==> config.mk <==
export PLATFORM = sky130hd
export DESIGN_NAME = alu_control_pipe_flat
export DESIGN_NICKNAME = d
export VERILOG_FILES = /design/src/rtl/alu_control_pipe_pkg.sv /design/src/rtl/alu_control_pipe_if.sv /design/src/rtl/alu_ctrl_decode.sv /design/src/rtl/alu_control_pipe.sv /design/src/flat_wrapper.sv
export SDC_FILE = /design/constraint.sdc
export NUM_CORES = 1
export LEC_CHECK = 0
export ABC_AREA = 0
export BUFFER_PORTS_ARGS = -buffer_cell sky130_fd_sc_hd__clkbuf_2
export CORE_MARGIN = 1.5
export CORE_UTILIZATION = 40
export CTS_CLUSTER_DIAMETER = 30
export DETAILED_ROUTE_END_ITERATION = 8
export GPL_TIMING_DRIVEN = 0
export PLACE_DENSITY = 0.73
export SLEW_MARGIN = 20
export SYNTH_ARGS = -nofsm -noshare
export SYNTH_HDL_FRONTEND = slang
export SYNTH_SLANG_ARGS = --single-unit
==> constraint.sdc <==
create_clock -name clk -period 1.5 [get_ports clk]
set_input_delay 0.3 -clock clk [delete_from_list [all_inputs] [get_ports clk]]
set_output_delay 0.3 -clock clk [all_outputs]
set_load 0.01 [all_outputs]
==> src/rtl/alu_control_pipe_pkg.sv <==
// Shared encodings for the pipelined ALU control decoder:
// alu_op classes, R-type func codes, ALU control codes and FSM states.
package alu_ctrl_pkg;

    localparam logic [2:0] ALUOP_ADD   = 3'b000;
    localparam logic [2:0] ALUOP_SUB   = 3'b001;
    localparam logic [2:0] ALUOP_RTYPE = 3'b010;
    localparam logic [2:0] ALUOP_AND   = 3'b011;
    localparam logic [2:0] ALUOP_OR    = 3'b100;
    localparam logic [2:0] ALUOP_SLT   = 3'b101;
    localparam logic [2:0] ALUOP_LUI   = 3'b110;
    localparam logic [2:0] ALUOP_ILL   = 3'b111;

    localparam logic [5:0] FN_ADD  = 6'b100000;
    localparam logic [5:0] FN_SUB  = 6'b100010;
    localparam logic [5:0] FN_AND  = 6'b100100;
    localparam logic [5:0] FN_OR   = 6'b100101;
    localparam logic [5:0] FN_NOR  = 6'b100111;
    localparam logic [5:0] FN_SLT  = 6'b101010;
    localparam logic [5:0] FN_SLL  = 6'b000000;
    localparam logic [5:0] FN_SRL  = 6'b000010;
    localparam logic [5:0] FN_MULT = 6'b011000;
    localparam logic [5:0] FN_DIV  = 6'b011010;
    localparam logic [5:0] FN_MFHI = 6'b010000;
    localparam logic [5:0] FN_MFLO = 6'b010010;

    localparam logic [3:0] CTRL_AND  = 4'b0000;
    localparam logic [3:0] CTRL_OR   = 4'b0001;
    localparam logic [3:0] CTRL_ADD  = 4'b0010;
    localparam logic [3:0] CTRL_SUB  = 4'b0110;
    localparam logic [3:0] CTRL_SLT  = 4'b0111;
    localparam logic [3:0] CTRL_SLL  = 4'b1000;
    localparam logic [3:0] CTRL_SRL  = 4'b1001;
    localparam logic [3:0] CTRL_LUI  = 4'b1010;
    localparam logic [3:0] CTRL_NOR  = 4'b1100;
    localparam logic [3:0] CTRL_PASS = 4'b1111;

    typedef enum logic {
        IDLE    = 1'b0,
        MD_WAIT = 1'b1
    } state_e;

endpackage

==> src/rtl/alu_control_pipe_if.sv <==
// Decode-side handshake, output beat and mult/div launch signals.
// slave = the decoder block, master = whoever drives it.
interface alu_control_pipe_if #(
    parameter int FUNC_W   = 6,
    parameter int ALU_OP_W = 3,
    parameter int CTRL_W   = 4
);
    logic                valid_in;
    logic                ready_out;
    logic [FUNC_W-1:0]   func;
    logic [ALU_OP_W-1:0] alu_op;
    logic                valid_out;
    logic                stall_in;
    logic [CTRL_W-1:0]   alu_ctrl;
    logic                illegal;
    logic                md_start;
    logic                md_op;
    logic                md_done;
    logic                busy;

    modport slave (
        input  valid_in, func, alu_op, stall_in, md_done,
        output ready_out, valid_out, alu_ctrl, illegal,
        output md_start, md_op, busy
    );

    modport master (
        output valid_in, func, alu_op, stall_in, md_done,
        input  ready_out, valid_out, alu_ctrl, illegal,
        input  md_start, md_op, busy
    );
endinterface

==> src/rtl/alu_ctrl_decode.sv <==
// Combinational map of alu_op/func to ALU control code,
// mult/div detection and the illegal-op flag.
module alu_ctrl_decode
    import alu_ctrl_pkg::*;
#(
    parameter int FUNC_W   = 6,
    parameter int ALU_OP_W = 3,
    parameter int CTRL_W   = 4
) (
    input  logic [FUNC_W-1:0]   func,
    input  logic [ALU_OP_W-1:0] alu_op,
    output logic [CTRL_W-1:0]   ctrl,
    output logic                is_md,
    output logic                md_op,
    output logic                illegal
);

    always_comb begin
        ctrl    = CTRL_ADD;
        is_md   = 1'b0;
        md_op   = 1'b0;
        illegal = 1'b0;
        unique case (alu_op)
            ALUOP_ADD: ctrl = CTRL_ADD;
            ALUOP_SUB: ctrl = CTRL_SUB;
            ALUOP_AND: ctrl = CTRL_AND;
            ALUOP_OR:  ctrl = CTRL_OR;
            ALUOP_SLT: ctrl = CTRL_SLT;
            ALUOP_LUI: ctrl = CTRL_LUI;
            ALUOP_ILL: illegal = 1'b1;
            ALUOP_RTYPE: begin
                unique case (func)
                    FN_ADD:  ctrl = CTRL_ADD;
                    FN_SUB:  ctrl = CTRL_SUB;
                    FN_AND:  ctrl = CTRL_AND;
                    FN_OR:   ctrl = CTRL_OR;
                    FN_NOR:  ctrl = CTRL_NOR;
                    FN_SLT:  ctrl = CTRL_SLT;
                    FN_SLL:  ctrl = CTRL_SLL;
                    FN_SRL:  ctrl = CTRL_SRL;
                    FN_MFHI: ctrl = CTRL_PASS;
                    FN_MFLO: ctrl = CTRL_PASS;
                    FN_MULT: begin
                        ctrl  = CTRL_PASS;
                        is_md = 1'b1;
                    end
                    FN_DIV: begin
                        ctrl  = CTRL_PASS;
                        is_md = 1'b1;
                        md_op = 1'b1;
                    end
                    default: illegal = 1'b1;
                endcase
            end
            default: illegal = 1'b1;
        endcase
    end

endmodule

==> src/rtl/alu_control_pipe.sv <==
// Registered ALU control stage: valid/ready output register plus a
// two-state sequencer that launches mult/div and holds issue until done.
module alu_control_pipe
    import alu_ctrl_pkg::*;
#(
    parameter int FUNC_W   = 6,
    parameter int ALU_OP_W = 3,
    parameter int CTRL_W   = 4
) (
    input  logic                clk,
    input  logic                rst_n,
    alu_control_pipe_if.slave   io
);

    state_e              state_q, state_d;
    logic                valid_q, valid_d;
    logic [CTRL_W-1:0]   ctrl_q, ctrl_d;
    logic                ill_q, ill_d;
    logic                md_start_q, md_start_d;
    logic                md_op_q, md_op_d;
    logic                done_q, done_d;

    logic [CTRL_W-1:0]   dec_ctrl;
    logic                dec_is_md;
    logic                dec_md_op;
    logic                dec_ill;

    logic                free;
    logic                ready;
    logic                accept;
    logic                md_fin;

    alu_ctrl_decode #(
        .FUNC_W   (FUNC_W),
        .ALU_OP_W (ALU_OP_W),
        .CTRL_W   (CTRL_W)
    ) u_dec (
        .func    (io.func),
        .alu_op  (io.alu_op),
        .ctrl    (dec_ctrl),
        .is_md   (dec_is_md),
        .md_op   (dec_md_op),
        .illegal (dec_ill)
    );

    assign free   = !valid_q || !io.stall_in;
    assign ready  = (state_q == IDLE) && free;
    assign accept = io.valid_in && ready;
    // completion may arrive this cycle or have been latched earlier
    assign md_fin = (state_q == MD_WAIT) && (done_q || io.md_done) && free;

    always_ff @(posedge clk) begin
        if (!rst_n) begin
            state_q    <= IDLE;
            valid_q    <= 1'b0;
            ctrl_q     <= '0;
            ill_q      <= 1'b0;
            md_start_q <= 1'b0;
            md_op_q    <= 1'b0;
            done_q     <= 1'b0;
        end else begin
            state_q    <= state_d;
            valid_q    <= valid_d;
            ctrl_q     <= ctrl_d;
            ill_q      <= ill_d;
            md_start_q <= md_start_d;
            md_op_q    <= md_op_d;
            done_q     <= done_d;
        end
    end

    always_comb begin
        state_d = state_q;
        unique case (state_q)
            IDLE:    if (accept && dec_is_md) state_d = MD_WAIT;
            MD_WAIT: if (md_fin) state_d = IDLE;
            default: state_d = IDLE;
        endcase
    end

    always_comb begin
        valid_d    = valid_q;
        ctrl_d     = ctrl_q;
        ill_d      = ill_q;
        md_start_d = accept && dec_is_md;
        md_op_d    = accept && dec_is_md && dec_md_op;
        done_d     = 1'b0;
        if (free) valid_d = 1'b0;
        if (accept && !dec_is_md) begin
            valid_d = 1'b1;
            ctrl_d  = dec_ctrl;
            ill_d   = dec_ill;
        end
        if (state_q == MD_WAIT) begin
            done_d = done_q || io.md_done;
            if (md_fin) begin
                valid_d = 1'b1;
                ctrl_d  = CTRL_PASS;
                ill_d   = 1'b0;
                done_d  = 1'b0;
            end
        end
    end

    assign io.ready_out = ready;
    assign io.valid_out = valid_q;
    assign io.alu_ctrl  = ctrl_q;
    assign io.illegal   = ill_q;
    assign io.md_start  = md_start_q;
    assign io.md_op     = md_op_q;
    assign io.busy      = (state_q == MD_WAIT);

endmodule

==> src/flat_wrapper.sv <==
// flat-port wrapper written by rule: the top's interface ports become plain ports
module alu_control_pipe_flat import alu_ctrl_pkg::*;
#(
    parameter int FUNC_W   = 6,
    parameter int ALU_OP_W = 3,
    parameter int CTRL_W   = 4
)
  (clk, rst_n, io_valid_in, io_func, io_alu_op, io_stall_in, io_md_done, io_ready_out, io_valid_out, io_alu_ctrl, io_illegal, io_md_start, io_md_op, io_busy);
  alu_control_pipe_if #(.FUNC_W(FUNC_W), .ALU_OP_W(ALU_OP_W), .CTRL_W(CTRL_W)) io_i ();
  input  logic clk;
  input  logic rst_n;
  input wire logic [$bits(io_i.valid_in)-1:0] io_valid_in;
  input wire logic [$bits(io_i.func)-1:0] io_func;
  input wire logic [$bits(io_i.alu_op)-1:0] io_alu_op;
  input wire logic [$bits(io_i.stall_in)-1:0] io_stall_in;
  input wire logic [$bits(io_i.md_done)-1:0] io_md_done;
  output wire logic [$bits(io_i.ready_out)-1:0] io_ready_out;
  output wire logic [$bits(io_i.valid_out)-1:0] io_valid_out;
  output wire logic [$bits(io_i.alu_ctrl)-1:0] io_alu_ctrl;
  output wire logic [$bits(io_i.illegal)-1:0] io_illegal;
  output wire logic [$bits(io_i.md_start)-1:0] io_md_start;
  output wire logic [$bits(io_i.md_op)-1:0] io_md_op;
  output wire logic [$bits(io_i.busy)-1:0] io_busy;
  assign io_i.valid_in = io_valid_in;
  assign io_i.func = io_func;
  assign io_i.alu_op = io_alu_op;
  assign io_i.stall_in = io_stall_in;
  assign io_i.md_done = io_md_done;
  assign io_ready_out = io_i.ready_out;
  assign io_valid_out = io_i.valid_out;
  assign io_alu_ctrl = io_i.alu_ctrl;
  assign io_illegal = io_i.illegal;
  assign io_md_start = io_i.md_start;
  assign io_md_op = io_i.md_op;
  assign io_busy = io_i.busy;
  alu_control_pipe #(.FUNC_W(FUNC_W), .ALU_OP_W(ALU_OP_W), .CTRL_W(CTRL_W)) u_core (.clk(clk), .rst_n(rst_n), .io(io_i));
endmodule
## After elaboration in Yosys (flattened, before gate mapping)

Index checks and enable logic that the tools add are counted.

| cells by class | value |
|---|---|
| $add $sub $neg | 0 |
| multiply operators | 0 |
| divide/modulo/power cells | 0 |
| magnitude comparators | 0 |
| equality and inequality tests | 18 |
| shift-type cells | 0 |
| mux-type cells | 21 |
| bitwise gates (word level) | 2 |
| reduce and logical (&&, ||, !) cells | 17 |

Operators by type and width:

| kind | number |
|---|---|
| $eq A6 B6 Y1 const B | 6 |
| $pmux W4 S8 | 1 |
| $eq A6 B5 Y1 const B | 4 |
| $pmux W4 S6 | 1 |
| $mux W1 | 14 |
| $eq A3 B3 Y1 const B | 4 |
| $mux W4 | 3 |
| $reduce_or A12 Y1 | 1 |
| $logic_and A1 B1 Y1 | 7 |
| $eq A3 B2 Y1 const B | 2 |
| $eq A6 B2 Y1 const B | 1 |
| $logic_not A6 Y1 | 1 |
| $pmux W1 S2 | 2 |
| $reduce_or A4 Y1 | 1 |
| $eq A3 B1 Y1 const B | 1 |
| $logic_not A1 Y1 | 3 |
| $reduce_or A3 Y1 | 1 |
| $logic_or A1 B1 Y1 | 2 |
| $not A1 Y1 | 2 |
| $reduce_or A2 Y1 | 1 |

| storage, ports and cells | value |
|---|---|
| register bits after elaboration | 10 |
| bits in latches | 0 |
| memory bits (writable) | 0 |
| ROM bits | 0 |
| bits of input ports | 14 |
| output and inout port bits | 10 |
| word-level logic and storage cells | 65 |
| memories | 0 |

## Logic depth before layout (Yosys ltp)

Gate-level depths: netlist (run 1).

| logic depth | value |
|---|---|
| depth after elaboration | 9 |
| gate-level depth with buffers | 6 |
| gate-level depth less buffers | 5 |

## By module

Synthesis (run 1) repeated with hierarchy kept, for this count alone.

| second synthesis, totals | value |
|---|---|
| cells, all modules | 82 |
| area total of the unflattened synthesis | 689.4 µm² |

Modules (own cells, without submodules):

| module | instances | cells each | area an instance (µm²) |
|---|---|---|---|
| alu_control_pipe | 1 | 44 | 429.2 |
| alu_ctrl_decode | 1 | 38 | 260.2 |

## Worst setup path after synthesis (run 1)

Ideal clock, no wire load.

| path | value |
|---|---|
| path type | flip-flop to flip-flop |
| from | register u_core.valid_q (netlist: u_core.io.valid_out) |
| to | register u_core.ctrl_q[0] (netlist: u_core.io.alu_ctrl[0]) |
| data arrival time | 1,268 ps |
| data required time | 1,377 ps |
| slack | 108 ps |
| cell stages (with the launch flop) | 7 |
| path buffers | 1 |
| clock period less this slack | 1,392 ps |
| cells stage by stage | dfxtp_1 a21oi_2 and2_1 buf_2 nand2_2 a221oi_1 o2bb2ai_1 |

| between the ends | value |
|---|---|
| word-level cells in the longest chain between the ends | 8 |
| elaborated cells between the ends (all ways) | 9 |
| those cells by class | mux: 3; reduce/logical: 6 |

RTL lines:

| what | RTL line | text |
|---|---|---|
| from (decl) | alu_control_pipe.sv:16 | `logic valid_q, valid_d;` |
| from (signal assigned) | alu_control_pipe.sv:63 | `valid_q <= valid_d;` |
| $logic_not A1 Y1 * | alu_control_pipe.sv:46 | `assign free = !valid_q \|\| !io.stall_in;` |
| $logic_or A1 B1 Y1 * | alu_control_pipe.sv:46 |  |
| $logic_and A1 B1 Y1 * | alu_control_pipe.sv:47 | `assign ready = (state_q == IDLE) && free;` |
| via io_ready_out | flat_wrapper.sv:17 | `output wire logic [$bits(io_i.ready_out)-1:0] io_ready_out;` |
| $logic_and A1 B1 Y1 * | alu_control_pipe.sv:48 | `assign accept = io.valid_in && ready;` |
| $logic_and A1 B1 Y1 * | alu_control_pipe.sv:89 | `if (accept && !dec_is_md) begin` |
| $mux W4 * | alu_control_pipe.sv:89 |  |
| $mux W4 | alu_control_pipe.sv:96 | `if (md_fin) begin` |
| $mux W4 * | alu_control_pipe.sv:94 | `if (state_q == MD_WAIT) begin` |
| to (signal assigned) | alu_control_pipe.sv:64 | `ctrl_q <= ctrl_d;` |
| to (decl) | alu_control_pipe.sv:17 | `logic [CTRL_W-1:0] ctrl_q, ctrl_d;` |

The timed path passes the listed nets; every way through them passes the cells marked *.
A chain may end at the register's enable or synchronous reset.

## Worst setup path in the final report (run 1)

| path | value |
|---|---|
| from | register u_core.valid_q (netlist: u_core.io.valid_out) |
| to | register u_core.ctrl_q[1] (netlist: u_core.io.alu_ctrl[1]) |

| between the ends | value |
|---|---|
| word-level cells in the longest chain between the ends | 8 |
| elaborated cells between the ends (all ways) | 9 |
| those cells by class | mux: 3; reduce/logical: 6 |

RTL lines:

| what | RTL line |
|---|---|
| $logic_not A1 Y1 * | alu_control_pipe.sv:46 |
| $logic_or A1 B1 Y1 * | alu_control_pipe.sv:46 |
| $logic_and A1 B1 Y1 | alu_control_pipe.sv:47 |
| $logic_and A1 B1 Y1 | alu_control_pipe.sv:48 |
| $logic_and A1 B1 Y1 | alu_control_pipe.sv:89 |
| $mux W4 | alu_control_pipe.sv:89 |
| $mux W4 | alu_control_pipe.sv:96 |
| $mux W4 * | alu_control_pipe.sv:94 |

Every way passes the cells marked *; elsewhere a longest branch is shown, timed or not.

==> results.cfg, run 1 <==
[clock_tree]
postCtsSetupBuffers = 0
root_buffer = clkbuf_4
cts.sinks = 10
cts_resized = 0
h-tree-depth = 1
cts_buffer_depth = 2
cts_hold_buf = 0
clk_latency_ps = 260
clkSlewWorstSetupHoldPaths_ps = 60
cts_tree = built
cts_buffers = 3

[drt]
wl_per_cell_um = 12.0
postRouteWirelength_um = 1430
via_per_inst = 5.71
drt_iter0_drc = 15
firstDrtPassIters = 4
drt.antenna.violating_nets = 0
via_count = 679
drc = 0

[yosys]
ys.warnings.count = 0
ys_seq_elements = 10
synth.distinct_cells = 40
synth_nets = 91
mappedNetlistArea_um2 = 649
syn_inst = 77
synth_seq_area_share_pct = 30.8
synth_area_per_cell_um2 = 8.43

[job]
maxCapViolations = 0

[place]
gp_congestion = 0.794
dp_hpwl_um = 1130
portBuffers = 22

[layout]
fin_util_pct = 54.7
synthToLayoutAreaGrowth_pct = 27.0
fillers = 146
nets = 118
drive_gt1_share_pct = 36.9
diodes = 0

[floorplanning]
rows = 14
initial_core_util_pct = 43.1
die_y_um = 43.3
io-pin-count = 24
coreArea_um2 = 1510
die_w_um = 43.3
die_area_um2 = 1870

[timing]
finalSetupViolCount = 0
whs_ps = 297
rsz0062_at_grt = false
finalCritPeriodShare_pct = 91.5
hold_violations = 0
setup_tns_ps = 0
skew_ps = 1.77
relSlewSlack_pct = 69.6
period_needed_ps = 1370
worst_pin_slew_ps = 453
final-max-slew-violation-count = 0
fmax_ghz = 0.729

[critical_path]
cp_data_arrival_time_ps = 1560
path_buf_inv = 1
cpPeakStageDelay_ps = 340
cp.required_ps = 1680
worstPathMaxFanout = 7
worstSetupPathType = reg2reg
crit_start = u_core.io.valid_out
rr_worst_depth = 6
crit-reg2reg-launch = u_core.io.valid_out
end_kind = register
crit_family = compound AO/OA/AOI/OAI gates
slowest_stage = dfxtp_1
cp_num_cells = 6
worstSetupStartpointType = register
crit_chain = a21oi_2 -> and2_1 -> clkbuf_4 -> nand2_1 -> a211o_1 -> o211ai_1

[power]
ir_drop_v = 0.000696
leakage_nw = 0.348
finalPower_uw = 659
power.density_nw_per_um2 = 799

[global_routing]
grt_start_max_net_pins = 11
gr-total-overflow = 0
track_usage_pct = 16.6
antenna_found_initial = 0
grt_pass1_wl_um = 2380
grt_pass1_vias = 554

[run_status]
outcome = finished, final reports clean

[worst_hold_path]
min_from = rst_n
hold_depth = 2
holdCritPathClass = in2reg
## metrics by stage
| stage | instances | cell area (µm²) | setup WS, ps |
|---|---|---|---|
| floorplan | 77 | 649 | 108 |
| global placement | 115 | 779 | 37.7 |
| detailed placement | 115 | 779 | 13.5 |
| CTS | 119 | 816 | 106 |
| global route | 119 | 825 | 14.6 |
| finish | 119 | 825 | 127 |
## power by group
| group | leakage (nW) | switching, mW | total, mW | internal (mW) |
|---|---|---|---|---|
| clock network | 0.0210 | 0.0914 | 0.239 | 0.147 |
| registers | 0.0817 | 0.00765 | 0.284 | 0.276 |
| logic | 0.245 | 0.0755 | 0.136 | 0.0608 |
| total | 0.348 | 0.175 | 0.659 | 0.484 |
## flip-flops by register name (all words and copies together) (netlist names)
register and cells:
u_core.io.valid_out 1, u_core.io.alu_ctrl 4, u_core.io.md_start 1, u_core.io.md_op 1, u_core.io.illegal 1, u_core.io.busy 1, u_core.done_q 1
## cells in the mapped netlist (all sizes together)
| library cell | instances | area (µm²) |
|---|---|---|
| o22ai | 1 | 6.26 |
| or2b | 2 | 15.0 |
| and2 | 3 | 21.3 |
| inv | 2 | 7.51 |
| and3 | 1 | 6.26 |
| a311oi | 1 | 8.76 |
| o221ai | 1 | 8.76 |
| o311ai | 1 | 8.76 |
| a21oi | 8 | 43.8 |
| a221oi | 1 | 8.76 |
| nor3b | 2 | 26.3 |
| nor2 | 6 | 22.5 |
| o21ai | 2 | 10.0 |
| nand2 | 5 | 21.3 |
| dfxtp | 10 | 200 |
| nand4b | 1 | 8.76 |
| a21boi | 1 | 7.51 |
| buf | 3 | 17.5 |
| a211o | 1 | 8.76 |
| and2b | 2 | 15.0 |
| nand4 | 2 | 27.5 |
| nor2b | 2 | 12.5 |
| a32oi | 1 | 8.76 |
| o2bb2ai | 1 | 8.76 |
| o211ai | 1 | 7.51 |
| a31oi | 3 | 18.8 |
| or2 | 1 | 6.26 |
| nor3 | 4 | 30.0 |
| xnor2 | 1 | 8.76 |
| nand3 | 2 | 10.0 |
| nand2b | 3 | 18.8 |
| o2111a | 1 | 11.3 |
| a22oi | 1 | 7.51 |
## layer usage
metal | wire, µm | GRT usage (%) | up-vias
met5 | 0 | 0 | -
met4 | 14 | 3.64 | 0
met3 | 91 | 6.81 | 2
met2 | 655 | 25.1 | 26
met1 | 665 | 22.0 | 309
li1 | - | - | 342
## final cells by class
cell class | instances | area, µm² | share of cell area (%)
well taps | 16 | 20.0 | 2.43
inverters | 2 | 7.51 | 0.910
flip-flops and latches | 10 | 200 | 24.3
plain buffers | 3 | 20.0 | 2.43
clock buffers | 4 | 36.3 | 4.40
repair buffers | 22 | 110 | 13.4
multi-input cells | 62 | 430 | 52.2
## cell usage in the layout (no fill, tap or decap), types with 2 or more instances in the layout
cell	Yosys	routed
o21ai_0	2	2
a31oi_1	3	3
clkbuf_4	0	4
and2_1	2	2
nor3_2	2	2
nand3_1	2	2
nor2b_1	2	2
inv_1	2	2
and2b_1	2	2
nand2b_1	3	3
a21oi_1	7	7
nand2_1	4	4
nor2_1	6	6
or2b_1	2	2
clkbuf_2	0	22
dfxtp_1	10	10
nor3_1	2	2
## final timing paths
check | slack, ps | endpoint
min reg2reg | 520 | u_core.io.alu_ctrl[1]
max | 130 | u_core.io.alu_ctrl[1]
max reg2reg | 130 | u_core.io.alu_ctrl[1]
min | 300 | u_core.io.illegal
## cell families (layout without fill, tap and decap cells)
kind of cell | Yosys count | in the layout | synth area share [%]
and+or+nand+nor | 36 | 36 | 37.2
xor gates and xnor gates | 1 | 1 | 1.35
AOI/OAI and AO/OA | 25 | 25 | 26.8
buffers and inverters | 5 | 31 | 3.85
DFF | 10 | 10 | 30.8
(Power assumes the default switching activity.)
==> run 2, diff against run 1 <==
PLACE_DENSITY = 0.72   (was 0.73)
SYNTH_HIERARCHICAL = 1   (was not set)
==> results.cfg, run 2 <==
[timing]
hold_violations = 0
fmax_ghz = 0.695
skew_ps = 1.30
worst_pin_slew_ps = 413
worst_slack_ps = 61.6
period_needed_ps = 1440
finalCritPeriodShare_pct = 95.9
final-max-slew-violation-count = 0
relSlewSlack_pct = 72.2
finalSetupViolCount = 0

[floorplanning]
die_w_um = 44.5
initial_core_util_pct = 44.2
rows = 14
die_area_um2 = 1980
io-pin-count = 24
die_y_um = 44.5
coreArea_um2 = 1560

[global_routing]
track_usage_pct = 18.0
gr-total-overflow = 0
grt_pass1_vias = 636
antenna_found_initial = 0
grt_start_max_net_pins = 10
grt_pass1_wl_um = 2650

[drt]
wl_per_cell_um = 12.7
drt_iter0_drc = 24
postRouteWirelength_um = 1620
drt.antenna.violating_nets = 0
via_per_inst = 5.84
firstDrtPassIters = 6
via_count = 742
drc = 2

[layout]
final_common_cell = clkbuf_2
multi_input_area_um2 = 477
drive_gt1_share_pct = 36.0
final_cell_mix = 20 x clkbuf_2, 10 x dfxtp_1, 8 x o31a_1
diodes = 0
fillers = 151
layout.cells.non_filler = 127
seqCellArea_um2 = 200
largest_reg_flops = 4
fin_util_pct = 58.9
synthToLayoutAreaGrowth_pct = 33.2
nets = 127

[yosys]
ys.warnings.count = 6
synth_nets = 96
yosys-top-cells-count = 10 x dfxtp_1, 8 x o31a_1, 5 x inv_1, 5 x nand2_1, 5 x nor2_1
synth.distinct_cells = 35
netlist_top_cells_area = dfxtp_1 29%, o31a_1 10%, and4_1 5.1%
mappedNetlistArea_um2 = 689
netlist.area_leader.share_pct = 29.0
synth_area_leader_cell = dfxtp_1
syn_inst = 82
synth_flop_cell = dfxtp_1
async_flop_share_pct = 0
synth_most_common_cell = dfxtp_1
synth_edf_count = 0
synth_area_per_cell_um2 = 8.41
synth_seq_area_share_pct = 29.0
ys_seq_elements = 10

[clock_tree]
cts.sinks = 10
cts_buffers = 3
clkSlewWorstSetupHoldPaths_ps = 60
cts_buffer_depth = 2
root_buffer = clkbuf_4
h-tree-depth = 1
cts_tree = built
clk_latency_ps = 250
cts_hold_buf = 0

[power]
switching_share_pct = 26.7
internal_power_uw = 430
power_frac_clock_pct = 29.1
p_sw_uw = 157
finalPower_uw = 587
seqPwrFrac_pct = 47.5
leakage_nw = 0.396
power.density_nw_per_um2 = 639
ir_drop_v = 0.000284
combPwrFrac_pct = 23.5

[place]
dp.cells = 120
gp_congestion = 0.759
dp_hpwl_um = 1180
dp_worst_setup_slack_ps = -265
portBuffers = 22

[critical_path]
worstSetupStartpointType = primary input
cp_data_arrival_time_ps = 1580
worstPathMaxFanout = 6
end_kind = register
cp.required_ps = 1650
crit-reg2reg-launch = u_core/io.busy
rr_worst_depth = 3
r2r-end = u_core/io.alu_ctrl[0]
rrSetupSlack_ps = 200
worstSetupPathType = in2reg

[job]
maxCapViolations = 0

[worst_hold_path]
holdCritPathClass = in2reg
min_from = rst_n
hold_depth = 2
hold_end = u_core/io.alu_ctrl[3]

[run_status]
outcome = complete, but fails checks
violations = DRC
## run 2: layout make-up
cell class	instances	area share, %
plain buffers	3	3.13
repair buffers	26	16.2
multi-input cells	64	51.9
well taps	16	2.18
flip-flops and latches	10	21.8
inverters	5	2.32
clock buffers	3	2.45
## run 2: cell families (layout without fill, tap and decap cells)
group | count (synthesis) | in the layout | share of synthesized area, %
buffers and inverters | 8 | 37 | 5.45
AO/OA/AOI/OAI | 27 | 27 | 30.1
AND/OR/NAND/NOR | 37 | 37 | 35.4
flip-flops | 10 | 10 | 29.0
## run 2: worst max-delay path by stage
stage	from	end	slack, ps	depth (start not counted)
floorplan	io_func[2]	u_core/io.alu_ctrl[0]	0.4	6
global placement	io_func[5]	u_core/io.alu_ctrl[2]	-260	7
detailed placement	io_func[2]	u_core/io.alu_ctrl[2]	-270	7
CTS	io_func[2]	u_core/io.alu_ctrl[2]	10	7
global route	io_func[5]	u_core/io.alu_ctrl[2]	-30	7
finish	io_func[5]	u_core/io.alu_ctrl[2]	60	7
## run 2: power groups by stage
| stage | combinational [mW] | sequential [mW] | clock, mW |
|---|---|---|---|
| floorplan | 0.0724 | 0.289 | 0 |
| global placement | 0.125 | 0.284 | 0 |
| detailed placement | 0.129 | 0.285 | 0 |
| CTS | 0.130 | 0.279 | 0.177 |
| global route | 0.152 | 0.279 | 0.191 |
| finish | 0.138 | 0.279 | 0.171 |
## run 2: routing by layer
metal,global-route usage [%],vias up,routed length [µm]
met5,0,-,0
met4,9.09,0,0
met3,2.45,0,75
met2,30.4,22,818
met1,22.0,349,723
li1,-,371,-
## run 2: worst max-delay path, stage by stage
cell	delay (ps)
buf_4	140
nor4b_4	310
nor3b_4	250
clkbuf_8	170
inv_4	40
and4_1	150
o31a_1	230
## run 2: stage by stage
| stage | TNS [ps] | cell area (µm²) | hold WS [ps] |
|---|---|---|---|
| after CTS | 0 | 866 | 338 |
| after detailed placement | -1750 | 832 | 467 |
| after global routing | -79.3 | 918 | 345 |
| after floorplan | 0 | 702 | 422 |
| after global placement | -1720 | 832 | 463 |
| final | 0 | 918 | 349 |
## run 2: timing repair
item                                    in CTS  in global routing
gates resized for setup                      2                 10
endpoints found under the setup margin       2                  6
buffers inserted                             0                  4
pin swaps                                    0                  1
